--- src/rtl/ifft_8point_seq_if.sv ---
// Bundle of the request/result signals of the 8-point sequential IFFT.
// Handshake: start is taken only while busy=0; done pulses for one cycle when out_re/out_im become valid.
interface ifft_8point_seq_if #(
  parameter int DW = 16
);
  logic            start;
  logic [8*DW-1:0] in_re;
  logic [8*DW-1:0] in_im;
  logic [8*DW-1:0] out_re;
  logic [8*DW-1:0] out_im;
  logic            busy;
  logic            done;

  modport master (
    output start, in_re, in_im,
    input  out_re, out_im, busy, done
  );

  modport slave (
    input  start, in_re, in_im,
    output out_re, out_im, busy, done
  );
endinterface

--- src/rtl/ifft_8point_seq.sv ---
// 8-point inverse FFT, iterative radix-2 DIT, one butterfly per clock.
// Each stage halves its results, so three stages give the 1/8 scaling.
module ifft_8point_seq #(
  parameter int DW   = 16,
  parameter int FRAC = 8
) (
  input  logic               clk,
  input  logic               rst,
  ifft_8point_seq_if.slave   bus,
  output logic [1:0]         state_dbg
);

  typedef enum logic [1:0] {
    IDLE = 2'd0,
    CALC = 2'd1,
    DONE = 2'd2
  } state_t;

  localparam logic signed [DW-1:0] TW_ONE  = DW'(256);
  localparam logic signed [DW-1:0] TW_R2   = DW'(181);
  localparam logic signed [DW-1:0] TW_NR2  = DW'(-181);
  localparam logic signed [DW-1:0] TW_ZERO = '0;

  state_t                state;
  logic [1:0]            stage;
  logic [1:0]            bfly;
  logic signed [DW-1:0]  rf_re [8];
  logic signed [DW-1:0]  rf_im [8];
  logic [8*DW-1:0]       out_re_q;
  logic [8*DW-1:0]       out_im_q;
  logic                  busy_q;
  logic                  done_q;

  logic [2:0]            a_idx;
  logic [2:0]            b_idx;
  logic [1:0]            tw_k;
  logic signed [DW-1:0]  tw_c;
  logic signed [DW-1:0]  tw_s;
  logic signed [DW-1:0]  a_re, a_im, b_re, b_im;
  logic signed [2*DW-1:0] p_rr, p_is, p_rs, p_ic;
  logic signed [2*DW:0]  m_re, m_im;
  logic signed [DW:0]    wb_re, wb_im;
  logic signed [DW+1:0]  sum_re, sum_im, dif_re, dif_im;
  logic                  capture;

  function automatic int bitrev3(input int i);
    return ((i & 1) << 2) | (i & 2) | ((i >> 2) & 1);
  endfunction

  // Stage s pairs entries span 2^s apart; twiddle index is (j mod 2^s) * 2^(2-s).
  always_comb begin
    a_idx = {1'b0, bfly};
    b_idx = {1'b1, bfly};
    tw_k  = bfly;
    case (stage)
      2'd0: begin
        a_idx = {bfly, 1'b0};
        b_idx = {bfly, 1'b1};
        tw_k  = 2'd0;
      end
      2'd1: begin
        a_idx = {bfly[1], 1'b0, bfly[0]};
        b_idx = {bfly[1], 1'b1, bfly[0]};
        tw_k  = {bfly[0], 1'b0};
      end
      default: ;
    endcase
  end

  always_comb begin
    tw_c = TW_ONE;
    tw_s = TW_ZERO;
    case (tw_k)
      2'd1:    begin tw_c = TW_R2;   tw_s = TW_R2;  end
      2'd2:    begin tw_c = TW_ZERO; tw_s = TW_ONE; end
      2'd3:    begin tw_c = TW_NR2;  tw_s = TW_R2;  end
      default: ;
    endcase
  end

  assign a_re = rf_re[a_idx];
  assign a_im = rf_im[a_idx];
  assign b_re = rf_re[b_idx];
  assign b_im = rf_im[b_idx];

  assign p_rr = (2*DW)'(b_re) * (2*DW)'(tw_c);
  assign p_is = (2*DW)'(b_im) * (2*DW)'(tw_s);
  assign p_rs = (2*DW)'(b_re) * (2*DW)'(tw_s);
  assign p_ic = (2*DW)'(b_im) * (2*DW)'(tw_c);

  assign m_re = (2*DW+1)'(p_rr) - (2*DW+1)'(p_is);
  assign m_im = (2*DW+1)'(p_rs) + (2*DW+1)'(p_ic);

  // Floor shift back to Q8.8, keeping one guard bit above the sample width.
  assign wb_re = (DW+1)'(m_re >>> FRAC);
  assign wb_im = (DW+1)'(m_im >>> FRAC);

  assign sum_re = (DW+2)'(a_re) + (DW+2)'(wb_re);
  assign sum_im = (DW+2)'(a_im) + (DW+2)'(wb_im);
  assign dif_re = (DW+2)'(a_re) - (DW+2)'(wb_re);
  assign dif_im = (DW+2)'(a_im) - (DW+2)'(wb_im);

  assign capture = bus.start && ((state == IDLE) || (state == DONE));

  // stage==3 is the final CALC cycle that publishes the register file.
  always_ff @(posedge clk or posedge rst) begin
    if (rst) begin
      state    <= IDLE;
      stage    <= 2'd0;
      bfly     <= 2'd0;
      out_re_q <= '0;
      out_im_q <= '0;
      busy_q   <= 1'b0;
      done_q   <= 1'b0;
      for (int i = 0; i < 8; i++) begin
        rf_re[i] <= '0;
        rf_im[i] <= '0;
      end
    end else begin
      done_q <= 1'b0;
      if (capture) begin
        for (int i = 0; i < 8; i++) begin
          rf_re[i] <= bus.in_re[DW*bitrev3(i) +: DW];
          rf_im[i] <= bus.in_im[DW*bitrev3(i) +: DW];
        end
        stage  <= 2'd0;
        bfly   <= 2'd0;
        busy_q <= 1'b1;
        state  <= CALC;
      end else begin
        case (state)
          CALC: begin
            if (stage == 2'd3) begin
              for (int i = 0; i < 8; i++) begin
                out_re_q[DW*i +: DW] <= rf_re[i];
                out_im_q[DW*i +: DW] <= rf_im[i];
              end
              busy_q <= 1'b0;
              done_q <= 1'b1;
              state  <= DONE;
            end else begin
              rf_re[a_idx] <= DW'(sum_re >>> 1);
              rf_im[a_idx] <= DW'(sum_im >>> 1);
              rf_re[b_idx] <= DW'(dif_re >>> 1);
              rf_im[b_idx] <= DW'(dif_im >>> 1);
              if (bfly == 2'd3) begin
                bfly  <= 2'd0;
                stage <= stage + 2'd1;
              end else begin
                bfly <= bfly + 2'd1;
              end
            end
          end
          DONE:    state <= IDLE;
          default: state <= IDLE;
        endcase
      end
    end
  end

  assign bus.out_re = out_re_q;
  assign bus.out_im = out_im_q;
  assign bus.busy   = busy_q;
  assign bus.done   = done_q;
  assign state_dbg  = state;

endmodule
--- src/flat_wrapper.sv ---
// flat-port wrapper written by rule: the top's interface ports become plain ports
module ifft_8point_seq_flat 
#(
  parameter int DW   = 16,
  parameter int FRAC = 8
)
  (clk, rst, state_dbg, bus_start, bus_in_re, bus_in_im, bus_out_re, bus_out_im, bus_busy, bus_done);
  ifft_8point_seq_if #(.DW(DW)) bus_i ();
  input  logic clk;
  input  logic rst;
  output logic [1:0] state_dbg;
  input wire logic [$bits(bus_i.start)-1:0] bus_start;
  input wire logic [$bits(bus_i.in_re)-1:0] bus_in_re;
  input wire logic [$bits(bus_i.in_im)-1:0] bus_in_im;
  output wire logic [$bits(bus_i.out_re)-1:0] bus_out_re;
  output wire logic [$bits(bus_i.out_im)-1:0] bus_out_im;
  output wire logic [$bits(bus_i.busy)-1:0] bus_busy;
  output wire logic [$bits(bus_i.done)-1:0] bus_done;
  assign bus_i.start = bus_start;
  assign bus_i.in_re = bus_in_re;
  assign bus_i.in_im = bus_in_im;
  assign bus_out_re = bus_i.out_re;
  assign bus_out_im = bus_i.out_im;
  assign bus_busy = bus_i.busy;
  assign bus_done = bus_i.done;
  ifft_8point_seq #(.DW(DW), .FRAC(FRAC)) u_core (.clk(clk), .rst(rst), .bus(bus_i), .state_dbg(state_dbg));
endmodule
--- config.mk ---
export PLATFORM = sky130hd
export DESIGN_NAME = ifft_8point_seq_flat
export DESIGN_NICKNAME = d
export VERILOG_FILES = /design/src/rtl/ifft_8point_seq_if.sv /design/src/rtl/ifft_8point_seq.sv /design/src/flat_wrapper.sv
export SDC_FILE = /design/constraint.sdc
export NUM_CORES = 2
export LEC_CHECK = 0
export CAP_MARGIN = 20
export CELL_PAD_IN_SITES_DETAIL_PLACEMENT = 1
export CELL_PAD_IN_SITES_GLOBAL_PLACEMENT = 1
export CORE_ASPECT_RATIO = 0.6
export CORE_MARGIN = 5
export CORE_UTILIZATION = 38
export DETAILED_ROUTE_END_ITERATION = 12
export GPL_TIMING_DRIVEN = 0
export PLACE_DENSITY_LB_ADDON = 0.15
export SETUP_SLACK_MARGIN = 0.3
export SLEW_MARGIN = 15
export SYNTH_ARGS = -nofsm -noshare
export SYNTH_HDL_FRONTEND = slang
export SYNTH_SLANG_ARGS = --single-unit
--- constraint.sdc ---
create_clock -name clk -period 15.9 [get_ports clk]
set_input_delay 1.59 -clock clk [delete_from_list [all_inputs] [get_ports clk]]
set_output_delay 1.59 -clock clk [all_outputs]
set_load 0.005 [all_outputs]
======== Yosys cells after proc, flatten, opt, wreduce, memory -nomap -nowiden ========
Index checks and enable logic that the tools add are counted.
word-level totals
  flip-flop bits (word level) ............. 520
  bits of input ports ..................... 259
  output and inout bits ................... 260
  word-level logic and storage cells ...... 114
cells by class
  $add $sub $neg .......................... 8
  $mul .................................... 4
  $lt $le $gt $ge ......................... 4
  eq/ne operators ......................... 10
  muxes and demuxes ....................... 48
  bitwise operators ....................... 3
  reduce and logical (&&, ||, !) cells .... 14
operator list
  kind                   count
  $mux W128              6
  $bwmux W128            4
  $bmux W16 S3           4
  $mux W16               10
  $demux W16 S3          2
  $mul A16 B10 Y25       2
  $mul A16 B16 Y25       2
  $pmux W16 S3           1
  $add A16 B17 Y17       2
  $sub A16 B17 Y17       2
  $add A25 B25 Y25       1
  $sub A25 B25 Y25       1
  $mux W2                11
  $pmux W9 S2            1
  $pmux W3 S2            2
  $eq A2 B2 Y1 const B   5
  $ge A4 B4 Y1 const B   2
  $lt A4 B1 Y1 const B   2
  $not A3 Y4             2
  $eq A2 B1 Y1 const B   3
  $mux W1                6
  $reduce_and A3 Y1      2
  $reduce_bool A2 Y1     3
  $add A2 B1 Y2 const B  2
  9 further kinds        13

======== Logic depth before layout (Yosys ltp) ========
  word-level depth ........................ 14
  gate-level depth with buffers ........... 55
  depth with buffers taken out ............ 50

======== Worst setup path after synthesis ========
No wires, ideal clock.
  kind .................................... register to register
  from .................................... register u_core.stage[1]
  to ...................................... register u_core.rf_re[47] in the netlist's numbering
  library setup time ...................... 0.123 ns
  arrival ................................. 10.798 ns
  data required time ...................... 15.777 ns
  slack ................................... 4.979 ns
  cell stages (with the launch flop) ...... 52
  buffers on the path ..................... 6
  clock period less this slack ............ 10.921 ns
  cell sequence ........................... dfrtp_1 buf_2 inv_1 ha_1 or2_1 buf_2 buf_2 clkbuf_1 clkbuf_1 nand2_1 nand3_1 o21ai_0 nor3_1 o21ai_0 inv_1 nand2_1 fa_1 inv_1 [16 not listed] a31o_2 or2_2 a21oi_1 o21bai_1 a21oi_1 xnor2_1 ha_1 clkbuf_1 nor2b_1 o21a_1 o311a_1 o41ai_1 a21oi_1 a31oi_1 o31ai_1 xor2_1 o221a_1 nor3_2
between the ends
  word-level cells in the longest chain between the ends .. 14
  elaborated cells on any way between the ends .. 45
ends and longest elaborated chain
  item                                                  RTL line                                                              RTL
  start: declaration                                    ifft_8point_seq.sv:25                                                 logic [1:0] stage;
  start signal: assignment                              ifft_8point_seq.sv:148                                                stage <= stage + 2'd1;
  $eq A2 B1 Y1 or $logic_not A2 Y1 (tied branches)      ifft_8point_seq.sv:55                                                 case (stage)
  $pmux W3 S2                                           ifft_8point_seq.sv:55
  $not A3 Y4 (not written as such)                      ifft_8point_seq.sv:83, ifft_8point_seq.sv:84, ifft_8point_seq.sv:144
  $bmux W16 S3, on equally long branches                ifft_8point_seq.sv:83, ifft_8point_seq.sv:84
  $mux W16, on equally long branches (2 in a row)       ifft_8point_seq.sv:83, ifft_8point_seq.sv:84
  $mul A16 B16 Y25 or $mul A16 B10 Y25 (tied branches)  ifft_8point_seq.sv:86, ifft_8point_seq.sv:87
  $sub A25 B25 Y25                                      ifft_8point_seq.sv:91                                                 assign m_re = (2*DW+1)'(p_rr) - (2*DW+1)'(p_is);
  $add A16 B17 Y17                                      ifft_8point_seq.sv:98                                                 assign sum_re = (DW+2)'(a_re) + (DW+2)'(wb_re);
  $bwmux W128                                           ifft_8point_seq.sv:142                                                rf_re[a_idx] <= DW'(sum_re >>> 1);
  $bwmux W128                                           ifft_8point_seq.sv:144                                                rf_re[b_idx] <= DW'(dif_re >>> 1);
  $mux W128                                             ifft_8point_seq.sv:133                                                if (stage == 2'd3) begin
  $mux W128                                             ifft_8point_seq.sv:131                                                case (state)
  $mux W128                                             ifft_8point_seq.sv:121                                                if (capture) begin
  end signal: indexed assignment                        ifft_8point_seq.sv:123                                                rf_re[i] <= bus.in_re[DW*bitrev3(i) +: DW];
  end signal: indexed assignment                        ifft_8point_seq.sv:142
  end signal: indexed assignment                        ifft_8point_seq.sv:144
  end: declaration                                      ifft_8point_seq.sv:27                                                 logic signed [DW-1:0] rf_re [8];
Parallel ways exist; a longest one is shown, timed or not. The select of a mux whose other input is x is not followed.
A chain may end at the register's enable or synchronous reset.

======== Worst setup path after layout ========
  from .................................... register u_core.stage[1]
  to ...................................... register u_core.rf_im[95] in the netlist's numbering
between the ends
  word-level cells in the longest chain between the ends .. 14
  elaborated cells on any way between the ends .. 45
ends and longest elaborated chain
  item                                                  RTL line                                                              RTL
  $eq A2 B1 Y1 or $logic_not A2 Y1 (tied branches)      ifft_8point_seq.sv:55
  $pmux W3 S2                                           ifft_8point_seq.sv:55
  $not A3 Y4 (not written as such)                      ifft_8point_seq.sv:83, ifft_8point_seq.sv:84, ifft_8point_seq.sv:145
  $bmux W16 S3, on equally long branches                ifft_8point_seq.sv:83, ifft_8point_seq.sv:84
  $mux W16, on equally long branches (2 in a row)       ifft_8point_seq.sv:83, ifft_8point_seq.sv:84
  $mul A16 B10 Y25 or $mul A16 B16 Y25 (tied branches)  ifft_8point_seq.sv:88, ifft_8point_seq.sv:89
  $add A25 B25 Y25                                      ifft_8point_seq.sv:92                                                 assign m_im = (2*DW+1)'(p_rs) + (2*DW+1)'(p_ic);
  $add A16 B17 Y17                                      ifft_8point_seq.sv:99                                                 assign sum_im = (DW+2)'(a_im) + (DW+2)'(wb_im);
  $bwmux W128                                           ifft_8point_seq.sv:143                                                rf_im[a_idx] <= DW'(sum_im >>> 1);
  $bwmux W128                                           ifft_8point_seq.sv:145                                                rf_im[b_idx] <= DW'(dif_im >>> 1);
  $mux W128                                             ifft_8point_seq.sv:133
  $mux W128                                             ifft_8point_seq.sv:131
  $mux W128                                             ifft_8point_seq.sv:121
  end signal: indexed assignment                        ifft_8point_seq.sv:124                                                rf_im[i] <= bus.in_im[DW*bitrev3(i) +: DW];
  end signal: indexed assignment                        ifft_8point_seq.sv:143
  end signal: indexed assignment                        ifft_8point_seq.sv:145
  end: declaration                                      ifft_8point_seq.sv:28                                                 logic signed [DW-1:0] rf_im [8];
Parallel ways exist; a longest one is shown, timed or not. The select of a mux whose other input is x is not followed.

==> run_results.csv <==
group,metric,value,unit
status,outcome,"finished, final reports clean",
timing,slew_headroom,11.34,%
min_path,hold_path_class,"flip-flop to flip-flop",
yosys,synth_edf_count,0,
layout,final_common_cell,"nand2_1",
grt,grt_util_all_layers,42.74,%
grt,grt_pass1_vias,52870,
die,die_area,0.1420,sq mm
worst_setup_path,cp_common_cell,"inv_1",
grt,grt_max_degree,36,
clock_network,root_buffer,"clkbuf_16",
worst_setup_path,path_max_fanout,10,
timing,tightest_slew,1.330,ns
die,die_h,293.9,um
timing,rsz0062_at_grt,"no",
timing,setup_viol,0,
layout,post_route_cells_drive_above_1_share,5.054,%
die,initial_core_util,38.15,%
die,ios,519,
timing,hold_viol,0,
yosys,synthArstFlopShare,100.0,%
worst_setup_path,crit_slowest_cell,"clkdlybuf4s15_1",
timing,drv_slew,0,
placed_design,place_hpwl,265700,um
clock_network,cts_buffers,51,
detailed_routing,drt-total-wl,312300,um
timing,fmax,65.39,MHz
layout,num-nets-final,7801,
yosys,synth.distinct_cells,100,
timing,skew,0.05192,ns
layout,final_cell_mix,"nand2_1, inv_1, fa_1",
yosys,synthFlopType,"dfrtp_1",
layout,area.growth.synth_to_final,21.29,%
yosys,synth_seq_cells,520,
clock_network,clk_pin_slew,0.08,ns
detailed_routing,drtPass1Iterations,6,
clock_network,h-tree-depth,2,
grt,overflow,0,
clock_network,clockBufferDepth,3,
yosys,synth_nets,7138,
detailed_routing,via_per_inst,6.170,
worst_setup_path,cp-end-kind,"flip-flop",
die,row_count,104,
detailed_routing,antenna_left,0,
worst_setup_path,path_class,"flip-flop to flip-flop",
yosys,ys_seq_area_share,25.50,%
worst_setup_path,startpoint_type,"flip-flop",
run,maxCapViolations,0,
placed_design,gp_congestion,1.065,
worst_setup_path,cpPeakStageDelay,0.89,ns
grt,antenna_found_initial,24,
clock_network,cts_tree,"done",
layout,register_area,0.01301,sq mm
layout,multi_input_area,0.03366,sq mm
layout,fin_util,46.27,%
yosys,syn_area,0.05103,sq mm
clock_network,insertion_delay,0.68,ns
yosys,yosysWarnings,0,
timing,min_period,15.29,ns
die,core-area,0.1338,sq mm
yosys,netlist_instances,5963,
detailed_routing,drc,0,
placed_design,io_buffer_count,518,
die,die_w,483.1,um
grt,grt_pass1_wl,424800,um
worst_setup_path,arrival,15.85,ns
timing,min_period_over_period,96.19,%
detailed_routing,drt_iter0_markers,7174,
layout,nFillCells,15800,
timing,hold_slack,0.4760,ns
clock_network,cts_setup_buffers,0,
detailed_routing,num_vias,52340,
clock_network,clock-sinks,520,
worst_setup_path,cp.required,16.45,ns
detailed_routing,wl_per_cell,36.82,um
yosys,synth.avg_cell_area,8.558,sq um
[per-stage QoR]
stage	worst slack (ns)	TNS, ns	cells	instance area, sq um
2_1_floorplan	4.979	0	5963	51030
3_3_place_gp	-0.9164	-35.51	8283	58470
3_5_place_dp	0.4320	0	8366	59890
4_1_cts	0.3752	0	8461	61700
5_1_grt	0.3335	0	8470	61860
6_report	0.6063	0	8482	61890
[worst max-delay path: cells and delay by family (launching register included)]
| kind | cells | cell delay [ns] |
|---|---|---|
| buf+inv | 15 | 3.92 |
| xor+xnor | 2 | 0.91 |
| simple gates | 6 | 1.53 |
| flops | 1 | 0.34 |
| compound gates | 14 | 3.79 |
| fa+ha+maj | 11 | 4.60 |
[area by class of cell]
type	count	area share, %
Multi-Input combinational cell	4197	54.38
Inverter	909	5.519
Sequential cell	520	21.02
Clock buffer	77	2.497
Tap cell	1802	3.643
Clock inverter	18	0.4326
Antenna cell	12	0.04852
Buffer	336	2.177
Timing Repair Buffer	611	10.28
[path summary, 6_finish.rpt]
kind                                      start               endpoint  slack [ns]  depth (start not counted)
setup / recovery                u_core.stage[1]       u_core.rf_im[95]        0.61                         48
setup reg to reg                u_core.stage[1]       u_core.rf_im[95]        0.61                         48
hold reg to reg            u_core.bus.out_im[7]   u_core.bus.out_im[7]        0.48                          2
hold / removal             u_core.bus.out_im[7]   u_core.bus.out_im[7]        0.48                          2
max in group asynchronous                   rst        u_core.rf_re[7]       12.92                          7
min in group asynchronous                   rst  u_core.bus.out_im[28]        1.37                          2
[cell usage after synthesis (8+ instances only)]
library cell | instances | area, sq um
buf_1 | 26 | 97.59
buf_2 | 19 | 95.09
a221oi_1 | 138 | 1209
and3_1 | 18 | 112.6
xor2_1 | 44 | 385.4
nand4_1 | 12 | 75.07
o31ai_1 | 14 | 105.1
nor3_1 | 93 | 465.5
o211ai_1 | 9 | 67.56
nor4_1 | 16 | 100.1
fa_1 | 561 | 11230
or4_1 | 9 | 67.56
clkbuf_1 | 286 | 1074
o21ai_0 | 218 | 1091
o21bai_1 | 24 | 180.2
mux2_2 | 8 | 90.09
a22o_1 | 8 | 70.07
a31oi_1 | 22 | 137.6
o21a_1 | 40 | 300.3
a22oi_1 | 26 | 195.2
o221ai_1 | 45 | 394.1
inv_1 | 904 | 3393
nand3_1 | 75 | 375.4
and2_1 | 40 | 250.2
o22ai_1 | 274 | 1714
nor2_1 | 485 | 1821
nand2_1 | 1135 | 4260
or3_1 | 42 | 262.8
xnor2_1 | 127 | 1112
a21oi_1 | 114 | 570.6
nand2b_1 | 22 | 137.6
dfrtp_1 | 520 | 13010
ha_1 | 355 | 4442
mux2i_1 | 10 | 100.1
a211oi_1 | 14 | 105.1
a21o_1 | 22 | 165.2
a221o_1 | 26 | 260.3
or2_2 | 17 | 106.4
[cell families after synthesis]
logic type / share of synthesized area (%)
xor gates and xnor gates: 3.087
buffers and inverters: 9.256
muxes: 0.3948
AOI/OAI and AO/OA: 14.54
DFF: 25.50
adders and majority gates: 30.74
and+or+nand+nor: 16.48
[metal layers]
| layer | vias up | part of all wire, % | track usage [%] |
|---|---|---|---|
| met2 | 3734 | 36 | 53.45 |
| met3 | 610 | 16 | 20.44 |
| met5 | - | 0.048 | 0 |
| li1 | 20890 | - | - |
| met4 | 14 | 4.0 | 13.86 |
| met1 | 27090 | 44 | 63.24 |
[sequential cells by signal (all words and copies together), names as in the netlist]
signal             count
u_core.bus.out_im    128
u_core.bus.out_re    128
u_core.rf_im         128
u_core.rf_re         128
u_core.bfly            2
u_core.stage           2
u_core.state_dbg       2
u_core.bus.busy        1
u_core.bus.done        1
[repair_timing]
action,in CTS,in global routing
hold buffers,0,0
resized for setup,0,24
setup endpoints to repair,0,37
endpoints found under the hold margin,0,0
Power is not shown: default switching activity piles up to over one toggle a cycle in this logic, so the estimate is an artifact.
